**config.mk**
```make
export PLATFORM = sky130hd
export DESIGN_NAME = pipe_stage_elastic
export DESIGN_NICKNAME = d
export VERILOG_FILES = /design/src/rtl/pipe_pkg.sv /design/src/rtl/pipe_perf_cnt.sv /design/src/rtl/pipe_stage_elastic.sv
export SDC_FILE = /design/constraint.sdc
export NUM_CORES = 1
export LEC_CHECK = 0
export ABC_AREA = 1
export BUFFER_PORTS_ARGS = -buffer_cell sky130_fd_sc_hd__buf_2
export CAP_MARGIN = 20
export CORE_ASPECT_RATIO = 1.25
export CORE_MARGIN = 2
export CORE_UTILIZATION = 60
export DETAILED_ROUTE_END_ITERATION = 10
export PLACE_DENSITY = 0.86
export SETUP_SLACK_MARGIN = 0.3
export SYNTH_ARGS = -nofsm -noshare
export SYNTH_HDL_FRONTEND = slang
export SYNTH_SLANG_ARGS = --single-unit
```
**constraint.sdc**
```tcl
create_clock -name clk_i -period 2.96 [get_ports clk_i]
set_input_delay 0.444 -clock clk_i [delete_from_list [all_inputs] [get_ports clk_i]]
set_output_delay 0.444 -clock clk_i [all_outputs]
set_load 0.05 [all_outputs]
```
**src/rtl/pipe_pkg.sv**
```systemverilog
// Shared types for the elastic pipeline stage: occupancy states and the ID/EX payload layout.
package pipe_pkg;

    typedef enum logic [1:0] {
        EMPTY = 2'd0,
        FULL  = 2'd1,
        SKID  = 2'd2
    } pipe_state_e;

    typedef struct packed {
        logic [4:0]  rd_addr;
        logic [7:0]  brcomp;
        logic [17:0] ctrl;
        logic [31:0] rs1_data;
        logic [31:0] rs2_data;
        logic [31:0] imm;
        logic [31:0] pc;
    } idex_bundle_t;

    localparam int IDEX_W = $bits(idex_bundle_t);

    function automatic logic is_occupied(input pipe_state_e st);
        return st != EMPTY;
    endfunction

endpackage

```
**src/rtl/pipe_perf_cnt.sv**
```systemverilog
// Single wrapping 32-bit event counter, cleared by the asynchronous reset.
module pipe_perf_cnt (
    input  logic        clk_i,
    input  logic        rst_ni,
    input  logic        inc_i,
    output logic [31:0] cnt_o
);

    logic [31:0] cnt_q;
    logic [31:0] cnt_d;

    always_comb begin
        cnt_d = cnt_q;
        if (inc_i) begin
            cnt_d = cnt_q + 32'd1;
        end
    end

    always_ff @(posedge clk_i or negedge rst_ni) begin
        if (!rst_ni) begin
            cnt_q <= '0;
        end else begin
            cnt_q <= cnt_d;
        end
    end

    assign cnt_o = cnt_q;

endmodule

```
**src/rtl/pipe_stage_elastic.sv**
```systemverilog
// Elastic valid/ready pipeline register with optional skid entry and synchronous flush.
// Define PIPE_STAGE_PERF_EN to add stall/flush event counters.
module pipe_stage_elastic
    import pipe_pkg::*;
#(
    parameter int DATA_W         = IDEX_W,
    parameter bit SKID           = 1'b1,
    parameter bit ZERO_ON_BUBBLE = 1'b1
) (
    input  logic              clk_i,
    input  logic              rst_ni,
    input  logic              flush_i,
    input  logic              in_valid_i,
    output logic              in_ready_o,
    input  logic [DATA_W-1:0] in_data_i,
    output logic              out_valid_o,
    input  logic              out_ready_i,
    output logic [DATA_W-1:0] out_data_o
`ifdef PIPE_STAGE_PERF_EN
    ,
    output logic [31:0]       stall_cnt_o,
    output logic [31:0]       flush_cnt_o
`endif
);

    pipe_state_e       state_q, state_d;
    logic [DATA_W-1:0] main_q, main_d;
    logic [DATA_W-1:0] skid_q, skid_d;
    logic              ready_q, ready_d;
    logic              in_fire;
    logic              out_fire;

    assign out_valid_o = is_occupied(state_q);
    // Without a skid entry the stage can only accept when it will be vacated this cycle.
    assign in_ready_o  = SKID ? ready_q : (!out_valid_o || out_ready_i);
    assign in_fire     = in_valid_i && in_ready_o;
    assign out_fire    = out_valid_o && out_ready_i;
    assign out_data_o  = (ZERO_ON_BUBBLE && !out_valid_o) ? '0 : main_q;

    always_comb begin
        state_d = state_q;
        main_d  = main_q;
        skid_d  = skid_q;
        ready_d = ready_q;

        if (flush_i) begin
            state_d = EMPTY;
            skid_d  = '0;
            ready_d = 1'b1;
            if (ZERO_ON_BUBBLE) begin
                main_d = '0;
            end
        end else begin
            unique case (state_q)
                EMPTY: begin
                    if (in_fire) begin
                        state_d = FULL;
                        main_d  = in_data_i;
                    end
                end
                FULL: begin
                    if (in_fire && out_fire) begin
                        main_d = in_data_i;
                    end else if (in_fire && SKID) begin
                        state_d = pipe_pkg::SKID;
                        skid_d  = in_data_i;
                        ready_d = 1'b0;
                    end else if (out_fire) begin
                        state_d = EMPTY;
                        if (ZERO_ON_BUBBLE) begin
                            main_d = '0;
                        end
                    end
                end
                pipe_pkg::SKID: begin
                    // The parked beat moves up to the output; upstream reopens next cycle.
                    if (out_fire) begin
                        state_d = FULL;
                        main_d  = skid_q;
                        skid_d  = '0;
                        ready_d = 1'b1;
                    end
                end
                default: begin
                    state_d = EMPTY;
                    main_d  = '0;
                    skid_d  = '0;
                    ready_d = 1'b1;
                end
            endcase
        end
    end

    always_ff @(posedge clk_i or negedge rst_ni) begin
        if (!rst_ni) begin
            state_q <= EMPTY;
            main_q  <= '0;
            skid_q  <= '0;
            ready_q <= 1'b1;
        end else begin
            state_q <= state_d;
            main_q  <= main_d;
            skid_q  <= skid_d;
            ready_q <= ready_d;
        end
    end

`ifdef PIPE_STAGE_PERF_EN
    logic stall_ev;
    logic flush_ev;

    assign stall_ev = out_valid_o && !out_ready_i;
    assign flush_ev = flush_i && (state_q != EMPTY);

    pipe_perf_cnt u_stall_cnt (
        .clk_i  (clk_i),
        .rst_ni (rst_ni),
        .inc_i  (stall_ev),
        .cnt_o  (stall_cnt_o)
    );

    pipe_perf_cnt u_flush_cnt (
        .clk_i  (clk_i),
        .rst_ni (rst_ni),
        .inc_i  (flush_ev),
        .cnt_o  (flush_cnt_o)
    );
`endif

endmodule

```
Word-level counts from Yosys, hierarchy flattened:

Cells that the tools add are included.

* logic and storage cells: 45
* latch bits: 0
* memories kept: 0
* register bits: 321
* RAM bits: 0
* output and inout bits: 161
* input bits: 164
* ROM bits: 0

* mux-type cells: 23
* equal/unequal tests: 10
* shifts and indexed selects: 0
* div/mod/pow operators: 0
* add/sub/neg operators: 0
* bitwise gates (word level): 0
* order comparisons: 0
* reduce and logical (&&, ||, !) cells: 8
* multiply operators: 0

Operator list (number)
* $mux W159: 9
* $pmux W159 S3: 2
* $mux W2: 6
* $ne A3 B3 Y1 const B: 4
* $ne A4 B4 Y1 const B: 3
* $reduce_and A4 Y1: 3
* $pmux W2 S3: 1
* $mux W1: 4
* $logic_and A1 B1 Y1: 3
* $pmux W1 S3: 1
* $eq A2 B1 Y1 const B: 1
* $eq A2 B2 Y1 const B: 1
* $logic_not A2 Y1: 1
* $ne A2 B2 Y1 const B: 1
* $reduce_bool A2 Y1: 1

Logic depth before layout (Yosys ltp):

Gate-level depths: netlist of run 1.

* depth after elaboration: 7
* gate-level depth with buffers: 11
* depth with buffers taken out: 8

Worst setup path before layout of run 1:

Ideal clock, no wire load.

* kind: flip-flop to output port
* start: reg state_q[0]
* end: out out_data_o[100]
* arrival time: 1719 ps
* data required time: 2516 ps
* slack: 797 ps
* cell stages (with the launch flop): 7
* buffers on the path: 4
* path through: dfrtp_1 buf_2 nor2_2 clkbuf_1 clkbuf_1 buf_2 nor2_1

* cells in the longest elaborated chain, start to end: 2

RTL lines
* start, declared: line pipe_stage_elastic.sv:26 `pipe_state_e state_q, state_d;`
* start signal, assigned: line pipe_stage_elastic.sv:101 `state_q <= state_d;`
* $reduce_bool A2 Y1: line pipe_pkg.sv:23 `return st != EMPTY;`
* $mux W159: line pipe_stage_elastic.sv:38 `assign out_data_o = (ZERO_ON_BUBBLE && !out_valid_o) ? '0 : main_q;`
* end, declared: line pipe_stage_elastic.sv:18 `output logic [DATA_W-1:0] out_data_o`

Every way passes these cells.

Final worst setup path of run 1:

* start: reg state_q[0]
* end: out out_data_o[70]

The elaborated chain is that of the path after synthesis.

==> results.sh, run 1 <==
export IMPL_first_pass_iters=6
export IMPL_synth_area_leader_cell="dfrtp_1"
export IMPL_cts_max_path_buffers=3
export IMPL_globalplace_congestion=0.869
export IMPL_vias=17158
export IMPL_ys_warn_count=0
export IMPL_place_port_buffers=324
export IMPL_setup_viol=0
export IMPL_grt_start_max_net_pins=160
export IMPL_finalPower_mw=17.7
export IMPL_viasPerCell=5.63
export IMPL_crit_type="reg2out"
export IMPL_layout_setup_ws_ns=0.411
export IMPL_synth_ff_type="dfrtp_1"
export IMPL_die_h_microns=191
export IMPL_clkTransAtPathRegs_ns=0.06
export IMPL_tritoncts="yes"
export IMPL_synth_top_cell_area_share_pct=47.8
export IMPL_wire_per_inst_microns=16.1
export IMPL_crit_chain="nor2_4, buf_16, nor2_1, buf_2"
export IMPL_netlist_instances=2445
export IMPL_syn2layout_area_growth_pct=16.8
export IMPL_synth_edff_count=0
export IMPL_maxCapViolations=0
export IMPL_arrival_ns=2.10
export IMPL_max_slew_margin_pct=18.4
export IMPL_grt_pass1_wl_mm=79.5
export IMPL_cp_max_fo=107
export IMPL_synth_seq_cells=321
export IMPL_drive_above_1_share_pct=15.4
export IMPL_p_leak_nw=11.1
export IMPL_core_area_sq_um=27600
export IMPL_synth_area_sq_um=16800
export IMPL_placementRows=68
export IMPL_ys_seq_area_share_pct=47.9
export IMPL_setup_tns_ns=0
export IMPL_chipWidth_microns=154
export IMPL_cts_buffers_inserted=34
export IMPL_grt_pass1_vias=16404
export IMPL_min_delay_path_class="in2reg"
export IMPL_yosysMostFrequentCell="nand2_1"
export IMPL_syn_avg_cell_area_sq_um=6.86
export IMPL_synthArstFlopShare_pct=100
export IMPL_outcome="complete, no violations"
export IMPL_endpoint_kind="output port"
export IMPL_peakVddDrop_mv=0.749
export IMPL_multiInputGateArea_sq_um=7370
export IMPL_drc_errors=0
export IMPL_finClkSkew_ns=0.00726
export IMPL_track_usage_pct=32.6
export IMPL_cts_root_buffer_cell="clkbuf_16"
export IMPL_rsz0062_at_grt="no"
export IMPL_critical_path_required_ns=2.52
export IMPL_io_pins=325
export IMPL_regArea_sq_um=8030
export IMPL_htreeDepth=2
export IMPL_finalCritPeriodShare_pct=86.1
export IMPL_clock_latency_ns=0.51
export IMPL_slowest_stage="dfrtp_1"
export IMPL_worst_pin_slew_ns=1.22
export IMPL_dpl_worst_slack_ns=0.745
export IMPL_fmax_mhz=392
export IMPL_p_per_area_nw_per_um2=902
export IMPL_drtAntennaViolNets=0
export IMPL_clock_sinks=321
export IMPL_finalHoldViolCount=0
export IMPL_rr_worst_depth=8
export IMPL_routed_wirelength_mm=49.2
export IMPL_initial_core_util_pct=60.8
export IMPL_synth_top_cells_by_count="nand2_1 (1,284), dfrtp_1 (320), nor2_1 (168), inv_1 (164), nand3_1 (164)"
export IMPL_syn_nets=2609
export IMPL_final_max_slew_viol_count=0
export IMPL_start_kind="register"
export IMPL_period_needed_ns=2.55
export IMPL_grt_overflow_total=0
export IMPL_whs_path_depth=3
export IMPL_yosys_top_cells_area="dfrtp_1 (48%), nand2_1 (29%), nand4_1 (6.0%)"
export IMPL_fillers=2228
export IMPL_dp_hpwl_mm=28.1
export IMPL_die_area_sq_um=29300
export IMPL_antenna_found_initial=14
export IMPL_synthDistinctLibCells=15
export IMPL_first_iter_violations=1725
export IMPL_slowest_delay_ns=0.49
export IMPL_fin_nets=2828
==> path summary, 6_finish.rpt <==
kind	from	end	slack (ns)
setup / recovery	state_q[0]	out_data_o[70]	0.41
hold / removal	in_data_i[30]	skid_q[30]	0.17
setup reg to reg	state_q[0]	main_q[25]	0.48
hold reg to reg	skid_q[96]	skid_q[96]	0.47
max in group asynchronous	rst_ni	main_q[83]	1.49
min in group asynchronous	rst_ni	main_q[146]	0.48
==> routing by layer <==
metal	GRT usage, %	share of wire [%]	vias to the layer above
met5	0	0.093	-
met4	17.0	4.9	8
met3	5.96	9.0	162
met2	53.4	48	938
met1	41.6	38	8051
li1	-	-	7999
==> per-stage QoR <==
| step | instance area [sq um] | std cells | hold WS [ns] | util, % |
|---|---|---|---|---|
| floorplan | 16800 | 2445 | 0.148 | - |
| global placement | 18500 | 2975 | 0.453 | 66.9 |
| detailed placement | 18500 | 2975 | 0.459 | 66.9 |
| CTS | 19500 | 3036 | 0.153 | 70.9 |
| global route | 19600 | 3047 | 0.158 | 71.0 |
| finish | 19600 | 3049 | 0.167 | 71.1 |
==> power by group <==
| part | switching, mW | internal (mW) | leakage [nW] |
|---|---|---|---|
| Sequential | 0.624 | 5.41 | 4.35 |
| Clock | 1.76 | 2.39 | 0.522 |
| Combinational | 5.77 | 1.72 | 6.22 |
| Total | 8.16 | 9.51 | 11.1 |
==> layout by cell type (no fill, tap or decap) <==
| cell type | count |
|---|---|
| nand2_4 | 1 |
| dfstp_2 | 1 |
| nor2_1 | 168 |
| nand3_4 | 1 |
| buf_16 | 1 |
| buf_6 | 1 |
| inv_4 | 2 |
| diode_2 | 11 |
| clkbuf_16 | 38 |
| dfrtp_1 | 320 |
| clkbuf_8 | 4 |
| nand3_1 | 164 |
| buf_8 | 1 |
| inv_2 | 1 |
| clkinvlp_4 | 2 |
| buf_4 | 18 |
| buf_2 | 323 |
| buf_12 | 9 |
| inv_1 | 164 |
| nand4_1 | 162 |
| nand2_1 | 1284 |
| clkinv_2 | 6 |
| clkbuf_1 | 11 |
| dlygate4sd3_1 | 1 |
| nor2_4 | 5 |
==> state kept, by name (all words and copies together) (netlist names) <==
name / flops
in_ready_o: 1
main_q: 159
state_q: 2
skid_q: 159
==> worst max-delay path, delay by kind of cell, from the launching register on <==
| family | cells | cell delay (ns) |
|---|---|---|
| flip-flops | 1 | 0.49 |
| AND/OR/NAND/NOR | 2 | 0.40 |
| buffers and inverters | 2 | 0.59 |
==> cell type report <==
class / count / area share [%]
multi-input cells: 1785 / 37.6
inverters: 167 / 3.23
clock inverters: 8 / 0.230
diodes: 11 / 0.141
clock buffers: 52 / 5.22
flip-flops and latches: 321 / 41.0
well taps: 350 / 2.24
repair buffers: 355 / 10.3
==> logic make-up after synthesis <==
group	synth area share [%]
AND/OR/NAND/NOR	43.7
buffers and inverters	8.37
flip-flops	47.9
==> timing repair <==
| item | CTS | global route |
|---|---|---|
| pin swaps | 0 | 1 |
| buffers inserted | 0 | 1 |
| endpoints found under the setup margin | 2 | 84 |
| resized for setup | 1 | 2 |
| hold buffers | 1 | 0 |
| hold endpoints to repair | 67 | 0 |
| cloned | 0 | 1 |
(Power assumes the default switching activity.)
==> run 2, diff against run 1 <==
CORE_UTILIZATION = 56   (was 60)
PLACE_DENSITY = 0.81   (was 0.86)
SETUP_SLACK_MARGIN = 0.2   (was 0.3)
clock period = 2.85 ns   (was 2.96 ns; I/O delays follow)
==> results.sh, run 2 (synthesis gave the netlist of run 1 again) <==
export IMPL_die_area_sq_um=31400
export IMPL_clock_sinks=321
export IMPL_post_route_util_pct=67.5
export IMPL_fin_nets=2834
export IMPL_layout_commonest_cell="nand2_1"
export IMPL_reg_top3="main_q (159), skid_q (159), state_q (2)"
export IMPL_htreeDepth=1
export IMPL_track_usage_pct=31.4
export IMPL_rsz0062_at_grt="no"
export IMPL_finClkSkew_ns=0.0149
export IMPL_syn2layout_area_growth_pct=18.1
export IMPL_setup_viol=0
export IMPL_r2r_start="state_q[0]"
export IMPL_dp_hpwl_mm=28.4
export IMPL_arrival_ns=2.15
export IMPL_cts_max_path_buffers=3
export IMPL_cts_root_buffer_cell="clkbuf_16"
export IMPL_clkTransAtPathRegs_ns=0.06
export IMPL_finalCritPeriodShare_pct=90.4
export IMPL_initial_core_util_pct=57.2
export IMPL_drive_above_1_share_pct=15.9
export IMPL_start_kind="register"
export IMPL_globalplace_congestion=0.834
export IMPL_tritoncts="yes"
export IMPL_grt_overflow_total=0
export IMPL_cp_max_fo=65
export IMPL_layout_setup_ws_ns=0.272
export IMPL_grt_pass1_wl_mm=81.8
export IMPL_first_iter_violations=1667
export IMPL_min_delay_path_class="in2reg"
export IMPL_core_area_sq_um=29300
export IMPL_outcome="complete, no violations"
export IMPL_worst_pin_slew_ns=0.958
export IMPL_grt_pass1_vias=16777
export IMPL_drtAntennaViolNets=0
export IMPL_placed_cells=3026
export IMPL_p_leak_nw=11.2
export IMPL_crit_start="state_q[0]"
export IMPL_finalHoldViolCount=0
export IMPL_clock_latency_ns=0.56
export IMPL_routed_wirelength_mm=49.6
export IMPL_dpl_cell_area_sq_um=18600
export IMPL_max_slew_margin_pct=36.2
export IMPL_p_per_area_nw_per_um2=938
export IMPL_fillers=2481
export IMPL_die_h_microns=197
export IMPL_setup_tns_ns=0
export IMPL_fmax_mhz=388
export IMPL_period_needed_ns=2.58
export IMPL_io_pins=325
export IMPL_crit_type="reg2out"
export IMPL_peakVddDrop_mv=0.788
export IMPL_endpoint_kind="output port"
export IMPL_final_cell_mix="nand2_1 (1,284), buf_2 (323), dfrtp_1 (320), nor2_1 (168)"
export IMPL_finalPower_mw=18.6
export IMPL_critical_path_required_ns=2.42
export IMPL_final_max_slew_viol_count=0
export IMPL_maxCapViolations=0
export IMPL_wire_per_inst_microns=16.0
export IMPL_chipWidth_microns=159
export IMPL_final_cell_area_sq_um=19800
export IMPL_antenna_found_initial=8
export IMPL_drc_errors=0
export IMPL_cts_buffers_inserted=31
export IMPL_viasPerCell=5.49
export IMPL_hp_start="in_data_i[55]"
export IMPL_final_cell_count_no_fill=3094
export IMPL_place_port_buffers=324
export IMPL_first_pass_iters=5
export IMPL_timing_hold_ws_ns=0.103
export IMPL_placementRows=70
export IMPL_vias=16987
export IMPL_dpl_worst_slack_ns=0.658
export IMPL_grt_start_max_net_pins=160
==> run 2: power breakdown <==
part           total [mW]  switching [mW]  internal, mW  leakage [nW]
combinational        8.12            6.10          2.02          6.32
clock                4.22            1.79          2.43         0.521
sequential           6.23           0.616          5.62          4.35
total                18.6            8.51          10.1          11.2
==> run 2: final cells by class <==
class / count / area [sq um] / share of cell area [%]
Sequential cell: 321 / 8030 / 40.6
Clock inverter: 13 / 124 / 0.625
Timing Repair Buffer: 364 / 2220 / 11.2
Antenna cell: 4 / 10.0 / 0.0505
Multi-Input combinational cell: 1785 / 7370 / 37.2
Inverter: 167 / 632 / 3.19
Tap cell: 396 / 495 / 2.50
Clock buffer: 44 / 925 / 4.67
==> run 2: worst paths after layout <==
path	endpoint	slack [ns]	depth (start not counted)
max in group asynchronous	main_q[74]	1.51	3
worst max-delay path	out_data_o[134]	0.27	5
worst min register to register	skid_q[107]	0.47	2
worst max register to register	main_q[146]	0.41	9
min in group asynchronous	skid_q[148]	0.50	2
worst min-delay path	skid_q[55]	0.10	3
==> run 2: worst max-delay path, stage by stage, from the launching register on <==
cell     delay, ns
dfrtp_1       0.54
nor2_4        0.11
buf_12        0.15
buf_16        0.20
nor2_1        0.26
buf_2         0.32
==> run 2: timing repair <==
action / 4_1_cts / 5_1_grt
buffers inserted: 4 / 0
resized for setup: 1 / 0
hold endpoints to repair: 81 / 0
endpoints found under the setup margin: 58 / 0
hold buffers: 1 / 0
==> run 2: layer usage <==
layer  vias to the layer above  part of all wire [%]  track usage (%)  routed length [microns]
li1                       8009                     -                -                        -
met1                      7941                    39             40.4                    19500
met2                       879                    47             51.4                    23400
met3                       150                   8.9             5.25                     4420
met4                         8                   4.4             16.2                     2190
met5                         -                  0.11                0                       54
==> run 3, diff against run 2 <==
CTS_BUF_LIST = sky130_fd_sc_hd__clkbuf_16   (was unset)
==> results.sh, run 3 (synthesis gave the netlist of run 1 again) <==
export IMPL_hp_start="in_data_i[88]"
export IMPL_drive_above_1_share_pct=15.5
export IMPL_setup_tns_ns=0
export IMPL_rr_worst_depth=9
export IMPL_period_needed_ns=2.56
export IMPL_slowest_delay_ns=0.54
export IMPL_whs_path_depth=3
export IMPL_fmax_mhz=391
export IMPL_dpl_worst_slack_ns=0.658
export IMPL_crit_cells=5
export IMPL_final_cell_mix="nand2_1 (1,284), buf_2 (323), dfrtp_1 (320), nor2_1 (168), inv_1 (167)"
export IMPL_outcome="complete, no violations"
export IMPL_die_h_microns=197
export IMPL_track_usage_pct=31.3
export IMPL_regArea_sq_um=8030
export IMPL_power_frac_clock_pct=21.5
export IMPL_crit_start="state_q[0]"
export IMPL_cp_max_fo=65
export IMPL_final_cell_area_sq_um=19700
export IMPL_finalHoldViolCount=0
export IMPL_dp_hpwl_mm=28.4
export IMPL_viasPerCell=5.47
export IMPL_finalCritPeriodShare_pct=89.8
export IMPL_post_route_util_pct=67.1
export IMPL_seqPwrFrac_pct=34.1
export IMPL_clock_sinks=321
export IMPL_clkTransAtPathRegs_ns=0.06
export IMPL_die_area_sq_um=31400
export IMPL_initial_core_util_pct=57.2
export IMPL_endpoint_kind="output port"
export IMPL_vias=16930
export IMPL_htreeDepth=1
export IMPL_timing_hold_ws_ns=0.106
export IMPL_drtAntennaViolNets=0
export IMPL_wire_per_inst_microns=15.9
export IMPL_syn2layout_area_growth_pct=17.5
export IMPL_crit_type="reg2out"
export IMPL_cts_buffers_inserted=31
export IMPL_grt_start_max_net_pins=160
export IMPL_drc_errors=0
export IMPL_grt_pass1_wl_mm=81.6
export IMPL_tritoncts="yes"
export IMPL_arrival_ns=2.13
export IMPL_reg_top3="main_q (159), skid_q (159), state_q (2)"
export IMPL_path_buf_inv=3
export IMPL_globalplace_congestion=0.834
export IMPL_setup_viol=0
export IMPL_finalPower_mw=18.3
export IMPL_peakVddDrop_mv=0.782
export IMPL_critical_path_required_ns=2.42
export IMPL_final_cell_count_no_fill=3094
export IMPL_fillers=2499
export IMPL_placed_cells=3026
export IMPL_p_sw_mw=8.48
export IMPL_cts_root_buffer_cell="clkbuf_16"
export IMPL_maxCapViolations=0
export IMPL_r2r_start="state_q[0]"
export IMPL_rsz0062_at_grt="no"
export IMPL_p_per_area_nw_per_um2=927
export IMPL_multiInputGateArea_sq_um=7370
export IMPL_finClkSkew_ns=0.0118
export IMPL_p_leak_nw=11.1
export IMPL_worst_pin_slew_ns=0.973
export IMPL_max_slew_margin_pct=35.2
export IMPL_chipWidth_microns=159
export IMPL_routed_wirelength_mm=49.3
export IMPL_cp_top_family="buffers and inverters"
export IMPL_place_port_buffers=324
export IMPL_first_pass_iters=6
export IMPL_min_delay_path_class="in2reg"
export IMPL_slowest_stage="dfrtp_1"
export IMPL_clock_latency_ns=0.56
export IMPL_grt_pass1_vias=16739
export IMPL_layout_setup_ws_ns=0.290
export IMPL_start_kind="register"
export IMPL_io_pins=325
export IMPL_dpl_cell_area_sq_um=18600
export IMPL_cts_max_path_buffers=3
export IMPL_grt_overflow_total=0
export IMPL_first_iter_violations=1540
export IMPL_swShare_pct=46.5
export IMPL_internal_power_mw=9.78
export IMPL_crit_chain="nor2_4, buf_12, buf_16, nor2_1, buf_2"
export IMPL_final_max_slew_viol_count=0
export IMPL_core_area_sq_um=29300
export IMPL_layout_commonest_cell="nand2_1"
export IMPL_p_comb_share_pct=44.4
export IMPL_antenna_found_initial=9
export IMPL_fin_nets=2833
export IMPL_placementRows=70
-- run 3: cell count changes in the layout (fill, tap and decap cells not counted) --
cell,delta
inv_1,+3
clkbuf_1,-3
buf_4,-1
clkbuf_8,-10
diode_2,+1
clkinv_1,+10
-- run 3: area by class of cell --
class	count	share of cell area, %
Clock inverter	26	0.876
Clock buffer	31	3.94
Timing Repair Buffer	363	11.2
Sequential cell	321	40.8
Tap cell	396	2.51
Multi-Input combinational cell	1785	37.4
Inverter	167	3.21
Antenna cell	5	0.0635
-- run 3: final timing paths --
path | end | slack, ns
min in group asynchronous | skid_q[152] | 0.50
max in group asynchronous | main_q[74] | 1.51
worst max register to register | main_q[75] | 0.42
worst min register to register | skid_q[107] | 0.47
worst min-delay path | skid_q[88] | 0.11
worst max-delay path | out_data_o[134] | 0.29
-- run 3: what timing repair did --
action	CTS	global route
endpoints found under the hold margin	81	0
gates resized for setup	1	0
hold buffers	1	0
setup endpoints to repair	58	0
buffers inserted	3	0
-- run 3: power groups by stage --
stage,Clock [mW],Combinational (mW),Sequential (mW)
detailed placement,0,7.77,6.27
global route,4.17,8.79,6.36
CTS,3.97,8.05,6.22
global placement,0,7.68,6.24
finish,3.93,8.10,6.23
floorplan,0,5.77,6.13
-- run 3: tightest hold or removal path: stages --
cell and delay (ns):
buf_2 0.10, nand2_1 0.05, nand2_1 0.05
-- run 3: metal layers --
| metal | global-route usage [%] | wire [microns] | part of all wire (%) |
|---|---|---|---|
| met5 | 0 | 54 | 0.11 |
| met3 | 5.42 | 4180 | 8.5 |
| met2 | 51.2 | 23400 | 47 |
| met4 | 16.5 | 2200 | 4.5 |
| met1 | 40.2 | 19500 | 40 |
